File: src/rtl/operand_fifo.sv
// Operand FIFO on the adder datapath: loader pushes, controller pops via fifo_read.
// Define OPERAND_FIFO_ALMOST_FLAGS_EN to add registered almost_full/almost_empty outputs.
module operand_fifo #(
   parameter int DATA_W = 32,
   parameter int DEPTH  = 8,
   parameter int ADDR_W = 3
) (
   input  logic              clk,
   input  logic              reset_n,
   input  logic              wr_en,
   input  logic [DATA_W-1:0] wr_data,
   input  logic              rd_en,
   output logic [DATA_W-1:0] rd_data,
   output logic              full,
   output logic              empty,
   output logic [ADDR_W:0]   data_count,
   output logic              wr_ack,
   output logic              wr_err,
   output logic              rd_ack,
   output logic              rd_err,
`ifdef OPERAND_FIFO_ALMOST_FLAGS_EN
   output logic              almost_full,
   output logic              almost_empty,
`endif
   output logic [2:0]        state
);

   typedef enum logic [2:0] {
      INIT     = 3'd0,
      NO_OP    = 3'd1,
      WRITE    = 3'd2,
      WR_ERROR = 3'd3,
      READ     = 3'd4,
      RD_ERROR = 3'd5,
      RDWR     = 3'd6
   } state_t;

   localparam logic [ADDR_W:0] LP_FULL_CNT = (ADDR_W+1)'(DEPTH);
   localparam logic [ADDR_W:0] LP_AF_CNT   = (ADDR_W+1)'(DEPTH-1);
   localparam logic [ADDR_W:0] LP_ONE_CNT  = (ADDR_W+1)'(1);

   logic [DATA_W-1:0] r_mem [DEPTH];
   logic [ADDR_W-1:0] r_wr_ptr;
   logic [ADDR_W-1:0] r_rd_ptr;
   logic [ADDR_W:0]   r_count;
   logic [DATA_W-1:0] r_rd_data;
   logic              r_full;
   logic              r_empty;
   logic              r_wr_ack;
   logic              r_wr_err;
   logic              r_rd_ack;
   logic              r_rd_err;
   state_t            r_state;

   state_t            w_state_nxt;
   logic              w_do_wr;
   logic              w_do_rd;
   logic              w_wr_rej;
   logic              w_rd_rej;
   logic [ADDR_W:0]   w_count_nxt;

   // Decision uses the registered full/empty from before the edge.
   always_comb begin
      w_state_nxt = NO_OP;
      w_do_wr     = 1'b0;
      w_do_rd     = 1'b0;
      w_wr_rej    = 1'b0;
      w_rd_rej    = 1'b0;
      case ({wr_en, rd_en})
         2'b10: begin
            if (r_full) begin
               w_state_nxt = WR_ERROR;
               w_wr_rej    = 1'b1;
            end else begin
               w_state_nxt = WRITE;
               w_do_wr     = 1'b1;
            end
         end
         2'b01: begin
            if (r_empty) begin
               w_state_nxt = RD_ERROR;
               w_rd_rej    = 1'b1;
            end else begin
               w_state_nxt = READ;
               w_do_rd     = 1'b1;
            end
         end
         2'b11: begin
            // Empty with both requests: push only, no bypass to rd_data.
            if (r_empty) begin
               w_state_nxt = WRITE;
               w_do_wr     = 1'b1;
               w_rd_rej    = 1'b1;
            end else begin
               w_state_nxt = RDWR;
               w_do_wr     = 1'b1;
               w_do_rd     = 1'b1;
            end
         end
         default: w_state_nxt = NO_OP;
      endcase
   end

   always_comb begin
      w_count_nxt = r_count;
      if (w_do_wr && !w_do_rd) w_count_nxt = r_count + LP_ONE_CNT;
      else if (w_do_rd && !w_do_wr) w_count_nxt = r_count - LP_ONE_CNT;
   end

   always_ff @(posedge clk or negedge reset_n) begin
      if (!reset_n) r_state <= INIT;
      else          r_state <= w_state_nxt;
   end

   always_ff @(posedge clk) begin
      if (w_do_wr) r_mem[r_wr_ptr] <= wr_data;
   end

   always_ff @(posedge clk or negedge reset_n) begin
      if (!reset_n) begin
         r_wr_ptr  <= '0;
         r_rd_ptr  <= '0;
         r_count   <= '0;
         r_rd_data <= '0;
         r_full    <= 1'b0;
         r_empty   <= 1'b1;
         r_wr_ack  <= 1'b0;
         r_wr_err  <= 1'b0;
         r_rd_ack  <= 1'b0;
         r_rd_err  <= 1'b0;
      end else begin
         if (w_do_wr) r_wr_ptr <= r_wr_ptr + ADDR_W'(1);
         if (w_do_rd) begin
            r_rd_ptr  <= r_rd_ptr + ADDR_W'(1);
            r_rd_data <= r_mem[r_rd_ptr];
         end
         r_count  <= w_count_nxt;
         r_full   <= (w_count_nxt == LP_FULL_CNT);
         r_empty  <= (w_count_nxt == '0);
         r_wr_ack <= w_do_wr;
         r_wr_err <= w_wr_rej;
         r_rd_ack <= w_do_rd;
         r_rd_err <= w_rd_rej;
      end
   end

`ifdef OPERAND_FIFO_ALMOST_FLAGS_EN
   logic r_almost_full;
   logic r_almost_empty;

   always_ff @(posedge clk or negedge reset_n) begin
      if (!reset_n) begin
         r_almost_full  <= 1'b0;
         r_almost_empty <= 1'b1;
      end else begin
         r_almost_full  <= (w_count_nxt >= LP_AF_CNT);
         r_almost_empty <= (w_count_nxt <= LP_ONE_CNT);
      end
   end

   assign almost_full  = r_almost_full;
   assign almost_empty = r_almost_empty;
`endif

   assign rd_data    = r_rd_data;
   assign full       = r_full;
   assign empty      = r_empty;
   assign data_count = r_count;
   assign wr_ack     = r_wr_ack;
   assign wr_err     = r_wr_err;
   assign rd_ack     = r_rd_ack;
   assign rd_err     = r_rd_err;
   assign state      = r_state;

endmodule

File: config.mk
export PLATFORM = sky130hd
export DESIGN_NAME = operand_fifo
export DESIGN_NICKNAME = d
export VERILOG_FILES = /design/src/rtl/operand_fifo.sv
export SDC_FILE = /design/constraint.sdc
export NUM_CORES = 1
export LEC_CHECK = 0
export ABC_AREA = 1
export ABC_CLOCK_PERIOD_IN_PS = 3800
export CAP_MARGIN = 20
export CELL_PAD_IN_SITES_DETAIL_PLACEMENT = 1
export CELL_PAD_IN_SITES_GLOBAL_PLACEMENT = 1
export CORE_MARGIN = 5
export CORE_UTILIZATION = 48
export DETAILED_ROUTE_END_ITERATION = 10
export HOLD_SLACK_MARGIN = 0.1
export MAX_ROUTING_LAYER = met4
export PLACE_DENSITY = 0.76
export SETUP_SLACK_MARGIN = 0.1
export SLEW_MARGIN = 20
export SYNTH_ARGS = -nofsm -noshare
export SYNTH_HDL_FRONTEND = slang
export SYNTH_SLANG_ARGS = --single-unit
File: constraint.sdc
create_clock -name clk -period 3.8 [get_ports clk]
set_input_delay 0.76 -clock clk [delete_from_list [all_inputs] [get_ports clk]]
set_output_delay 0.76 -clock clk [all_outputs]
set_load 0.03 [all_outputs]
==> results of run 1 <==
==> worst max-delay path, stage by stage <==
cell,delay (ns)
clkdlybuf4s50_1,0.51
inv_1,0.11
nand2_1,0.12
nand2_1,0.13
inv_1,0.18
nand2_1,0.26
nor2_4,0.17
buf_4,0.46
==> cells by family (layout without fill, tap and decap cells) <==
logic type | count (synthesis) | after routing | synth area share (%)
other cells | 0 | 1 | 0
flops | 307 | 307 | 73.2
buf+inv | 109 | 213 | 4.43
compound gates | 230 | 230 | 11.9
xor+xnor | 4 | 4 | 0.286
fa+ha+maj | 4 | 4 | 0.408
simple gates | 285 | 285 | 9.83
==> cell usage after synthesis, drive strengths merged (4+ instances only) <==
| master | number |
|---|---|
| edfxtp | 256 |
| nor2 | 146 |
| o21ai | 130 |
| nand2 | 98 |
| o211ai | 64 |
| inv | 52 |
| dfrtp | 50 |
| nand3 | 38 |
| a21oi | 36 |
| clkbuf | 31 |
| buf | 26 |
| ha | 4 |
| xor2 | 4 |
==> routing by layer <==
metal | up-vias | GRT usage (%) | share of wire, %
met1 | 3931 | 27.2 | 41
met3 | 43 | 3.07 | 3.6
met2 | 177 | 38.5 | 53
met5 | - | - | 0
met4 | 0 | 5.39 | 1.9
li1 | 3503 | - | -
==> flip-flops by register name, indices dropped and copies added, names as in the netlist <==
signal and count:
r_rd_ptr 3, r_wr_ptr 3, state 3, r_mem 256, rd_data 32, data_count 4, full 1, empty 1
wr_err 1, wr_ack 1, rd_err 1, rd_ack 1
==> power groups by stage <==
| stage | Combinational (mW) | Sequential, mW | Clock, mW |
|---|---|---|---|
| after detailed placement | 3.77 | 4.82 | 0 |
| after global routing | 4.11 | 4.83 | 3.47 |
| after floorplan | 2.29 | 4.97 | 0 |
| final | 3.75 | 4.76 | 3.25 |
| after CTS | 3.82 | 4.76 | 3.32 |
| after global placement | 3.61 | 4.78 | 0 |
==> final timing paths <==
path,end,slack (ns),cells past startpoint
worst max-delay path,r_mem[7][24],1.20,8
worst min-delay path,rd_data[30],0.25,1
worst max register to register,rd_data[8],1.58,6
worst min register to register,rd_data[6],0.48,2
max in group asynchronous,rd_data[14],2.88,2
min in group clk,rd_data[6],0.48,2
==> area by class of cell <==
cell class / count / area (um^2)
diodes: 1 / 2.50
clock inverters: 14 / 179
fillers: 2460 / 10700
multi-input cells: 523 / 2810
clock buffers: 46 / 917
well taps: 330 / 413
flip-flops and latches: 307 / 8970
repair buffers: 101 / 968
inverters: 52 / 203
==> cells in the final DEF (no fill, tap or decap), types with 2 or more instances in the layout <==
cell,count
dfrtp_4,2
nor2_4,9
or2_2,2
clkinv_2,2
ha_1,4
edfxtp_1,256
o211ai_2,29
nor2_2,29
dfrtp_1,48
clkbuf_16,35
o211ai_1,35
bufinv_16,4
inv_1,49
clkinv_4,2
clkinv_1,5
nor2_1,108
clkbuf_1,11
nand3_1,37
a21oi_1,36
buf_4,21
nand2_1,97
clkdlybuf4s50_1,79
xor2_1,4
o21ai_0,130
==> per-stage QoR <==
step | total power [mW] | worst slack (ns) | instance area, um^2
5_1_grt | 12.4 | 1.08 | 14500
4_1_cts | 11.9 | 1.19 | 14500
6_report | 11.8 | 1.20 | 14500
3_3_place_gp | 8.39 | 0.736 | 13400
2_1_floorplan | 7.26 | 0.703 | 12300
3_5_place_dp | 8.59 | 0.682 | 13400
==> qor.yml, run 1 <==
die:
  rows: 58
  die_area_um2: 28800
  die_h_um: 170
  start_util_pct: 48.7
  io_pins: 81
  core_area_um2: 25200
  die_w_um: 170
synthesis:
  synth_cell_types: 25
  synth_area_leaders: "edfxtp_1 63%, dfrtp_1 10%, o21ai_0 5.3%, nor2_1 3.6%, nand2_1 3.0%"
  synth_top_area_share_pct: 62.7
  synth_top_cell_by_area: "edfxtp_1"
  synthCells: 939
  ys.flop_type: "edfxtp_1"
  syn_area_um2: 12300
  synth_seq_cells: 307
  synth_nets: 979
  async_flop_share_pct: 16.6
  yosys_warnings: 0
  syn_avg_cell_area_um2: 13.1
  yosysSeqAreaShare_pct: 73.2
  synth_edf_count: 256
clock_network:
  htreeDepth: 2
  clk_latency_ns: 0.50
  cts_setup_buffers: 0
  cts_tree: "yes"
  clock-root-buffer: "clkbuf_16"
  hold_buffers: 0
  cts-buffers-inserted: 34
  cts_resized: 0
  numClockSinks: 307
  cts_buffer_depth: 3
  path_clk_slew_ns: 0.06
worst_setup_path:
  endpoint_kind: "flip-flop"
  crit_start: "rd_en"
  cp.required_ns: 3.93
  critPathMaxFanout: 32
  worstReg2RegStart: "r_rd_ptr[0]"
  start_kind: "input pin"
  path_class: "in2reg"
  arrival_ns: 2.73
finish:
  drive_gt1_share_pct: 13.7
  fin_cells: 1374
  utilization_pct: 57.5
  fin_nets: 1059
  areaGrowthSynthToFinish_pct: 18.1
power:
  p_per_area_nw_per_um2: 813
  swShare_pct: 36.3
  internal_power_mw: 7.49
  p_sw_mw: 4.28
  vdd_ir_drop_max_mv: 0.438
  p_seq_share_pct: 40.5
  p_comb_share_pct: 31.9
  clock_power_share_pct: 27.6
  p_leak_nw: 5.18
placement:
  dp_hpwl_um: 17600
  gp_congestion: 0.735
  dp_cells: 1313
  portBuffers: 80
timing:
  post-route-min-period_ns: 2.60
  finalHoldViolations: 0
  finalClockSkew_ns: 0.0150
  maxSlewViolCount: 0
  setup_violations: 0
  finalCritPeriodShare_pct: 68.4
  whs_ns: 0.247
  setup_tns_ns: 0
  max_slew_margin_pct: 40.8
  clock.fmax_mhz: 385
  tightest_slew_ns: 0.888
  rsz0062_at_grt: "false"
global_route:
  grt_util_all_layers_pct: 22.0
  grt_max_degree: 98
  grt_pass1_vias: 8356
  grt_overflow: 0
  antenna_found_initial: 1
  grt_pass1_wl_um: 47700
run:
  maxCapViolations: 0
route:
  drt_wl_total_um: 30400
  drt_pass1_iterations: 5
  vias: 7654
  drt_iter0_markers: 503
  drt.antenna.violating_nets: 0
  drc: 0
  vias_per_cell: 5.57
  wire_per_inst_um: 22.1
run_status:
  outcome: "finished, final reports clean"
min_path:
  worstHoldPathType: "in2async"
No activity file was read; power rests on OpenSTA's default activity.
==> run 2: changes to the inputs <==
--- a/config.mk
+++ b/config.mk
@@ -6,7 +6,7 @@
 export NUM_CORES = 1
 export LEC_CHECK = 0
 export ABC_AREA = 1
-export ABC_CLOCK_PERIOD_IN_PS = 3800
+export ABC_CLOCK_PERIOD_IN_PS = 2400
 export CAP_MARGIN = 20
 export CELL_PAD_IN_SITES_DETAIL_PLACEMENT = 1
 export CELL_PAD_IN_SITES_GLOBAL_PLACEMENT = 1
==> constraint.sdc (replaced) <==
create_clock -name clk -period 2.4 [get_ports clk]
set_input_delay 0.48 -clock clk [delete_from_list [all_inputs] [get_ports clk]]
set_output_delay 0.48 -clock clk [all_outputs]
set_load 0.03 [all_outputs]
==> qor.yml, run 2 (synthesis results as in run 1) <==
route:
  drc: 0  # unchanged
  vias_per_cell: 5.65  # +1.5%
  vias: 7867  # +2.8%
  drt_iter0_markers: 687  # +37%
  drt.antenna.violating_nets: 0  # unchanged
  wire_per_inst_um: 23.1  # +4.6%
  drt_wl_total_um: 32200  # +6.0%
  drt_pass1_iterations: 5  # unchanged
die:
  start_util_pct: 48.7  # unchanged
  die_w_um: 170  # unchanged
  io_pins: 81  # unchanged
  die_area_um2: 28800  # unchanged
  core_area_um2: 25200  # unchanged
  rows: 58  # unchanged
  die_h_um: 170  # unchanged
timing:
  whs_ns: 0.437  # +0.190 ns
  fin_ws_ns: 0.263  # -0.937 ns
  setup_violations: 0  # unchanged
  finalCritPeriodShare_pct: 89.1
  setup_tns_ns: 0  # unchanged
  post-route-min-period_ns: 2.14
  finalHoldViolations: 0  # unchanged
  rsz0062_at_grt: "false"
  maxSlewViolCount: 0  # unchanged
  max_slew_margin_pct: 60.6  # +20 points
  finalClockSkew_ns: 0.0260  # +0.0110 ns
  clock.fmax_mhz: 468
  tightest_slew_ns: 0.591  # -0.297 ns
worst_setup_path:
  crit_slowest_cell: "clkdlybuf4s50_1"
  r2r-end: "rd_data[9]"
  crit_start: "data_count[2]"
  critPathTopFamily: "buffers and inverters"
  endpoint_kind: "primary output"
  start_kind: "flip-flop"
  r2r_slack_ns: 0.48  # -1.10 ns
  slowest_delay_ns: 0.71  # +0.20 ns
  endpoint: "data_count[2]"
  crit_cells: 1  # -7
  cp.required_ns: 1.92  # -2.01 ns
  worstReg2RegStart: "r_rd_ptr[1]"
  critPathMaxFanout: 6  # -81%
  reg2reg_depth: 6  # unchanged
  arrival_ns: 1.66  # -1.07 ns
  path_class: "reg2out"
  path_cells: "clkdlybuf4s50_1"
  cp_num_buf_inv: 1  # -3
power:
  vdd_ir_drop_max_mv: 0.733  # +67%
  p_leak_nw: 5.38  # +3.9%
  total_power_mw: 19.3  # +64%
  p_per_area_nw_per_um2: 1300  # +59%
run:
  maxCapViolations: 0  # unchanged
run_status:
  outcome: "finished, final reports clean"
placement:
  portBuffers: 80  # unchanged
  gp_congestion: 0.787  # +7.0%
  dp_hpwl_um: 19200  # +8.9%
  dp_slack_ns: -0.0178  # -0.700 ns
  place_area_um2: 13700  # +2.8%
clock_network:
  numClockSinks: 307  # unchanged
  cts_buffer_depth: 3  # unchanged
  clk_latency_ns: 0.51  # about the same
  path_clk_slew_ns: 0.06  # about the same
  clock-root-buffer: "clkbuf_16"
  htreeDepth: 2  # unchanged
  cts_tree: "yes"
  cts-buffers-inserted: 34  # unchanged
finish:
  largest_register_ffs: 256  # unchanged
  fin_nets: 1077  # +1.7%
  drive_gt1_share_pct: 15.7  # +2.0 points
  seqCellArea_um2: 8970  # unchanged
  fillers: 2419  # -1.7%
  mostFrequentLayoutCells: "256 x edfxtp_1, 130 x o21ai_0, 108 x nor2_1"
  final_common_cell: "edfxtp_1"
  areaGrowthSynthToFinish_pct: 21.7
  largest_register: "r_mem"
  multiInputGateArea_um2: 2810  # unchanged
  final_cell_area_um2: 14900  # +3.0%
  antenna_cells: 0  # -1
global_route:
  grt_overflow: 0  # unchanged
  antenna_found_initial: 0  # -1
  grt_pass1_wl_um: 50700  # +6.1%
  grt_max_degree: 111  # +13%
  grt_pass1_vias: 8754  # +4.8%
  grt_util_all_layers_pct: 23.5  # +1.5 points
min_path:
  worstHoldPathType: "in2async"
run 2: changes by cell type in the layout (fill, tap and decap cells not counted), moves of 3 or more:
cell,before,now
buf_4,21,17
buf_12,1,21
clkinv_2,2,5
clkbuf_8,0,3
clkinv_1,5,1
run 2: area by class of cell:
class / count / area share (%)
Sequential cell: 307 / 60.2
Timing Repair Buffer: 119 / 9.07
Multi-Input combinational cell: 523 / 18.9
Clock buffer: 47 / 6.38
Inverter: 52 / 1.36
Clock inverter: 14 / 1.37
Tap cell: 330 / 2.77
run 2: metrics by stage:
stage                     cells  util [%]
after floorplan             939         -
after global placement     1330      54.6
after detailed placement   1330      54.6
after CTS                  1392      59.2
after global routing       1392      59.2
final                      1392      59.2
run 2: worst min path at each step:
stage                     startpoint             to  slack [ns]  cells past startpoint
after floorplan              reset_n  data_count[0]        0.18                      0
after global placement       reset_n    rd_data[21]        0.43                      1
after detailed placement     reset_n    rd_data[21]        0.43                      1
after CTS                    reset_n    rd_data[27]        0.43                      2
after global routing         reset_n    rd_data[27]        0.46                      2
final                        reset_n    rd_data[27]        0.44                      2
run 2: what timing repair did:
| action | 4_1_cts | 5_1_grt |
|---|---|---|
| endpoints found under the setup margin | 1 | 0 |
| hold endpoints to repair | 12 | 0 |
| hold buffers | 1 | 0 |
| resized for setup | 1 | 0 |
| setup buffers | 0 | 0 |
run 2: report_power, final:
group | switching [mW] | internal (mW) | leakage [nW] | total [mW]
combinational | 4.33 | 2.23 | 1.87 | 6.56
sequential | 0.563 | 6.81 | 2.94 | 7.37
clock | 2.08 | 3.32 | 0.565 | 5.40
total | 6.97 | 12.4 | 5.38 | 19.3
run 2: layer usage:
metal	track usage [%]	vias to the layer above	share of wire, %
li1	-	3543	-
met2	40.4	232	52
met5	-	-	0
met1	29.1	4027	41
met3	3.47	65	4.8
met4	7.11	0	2.8
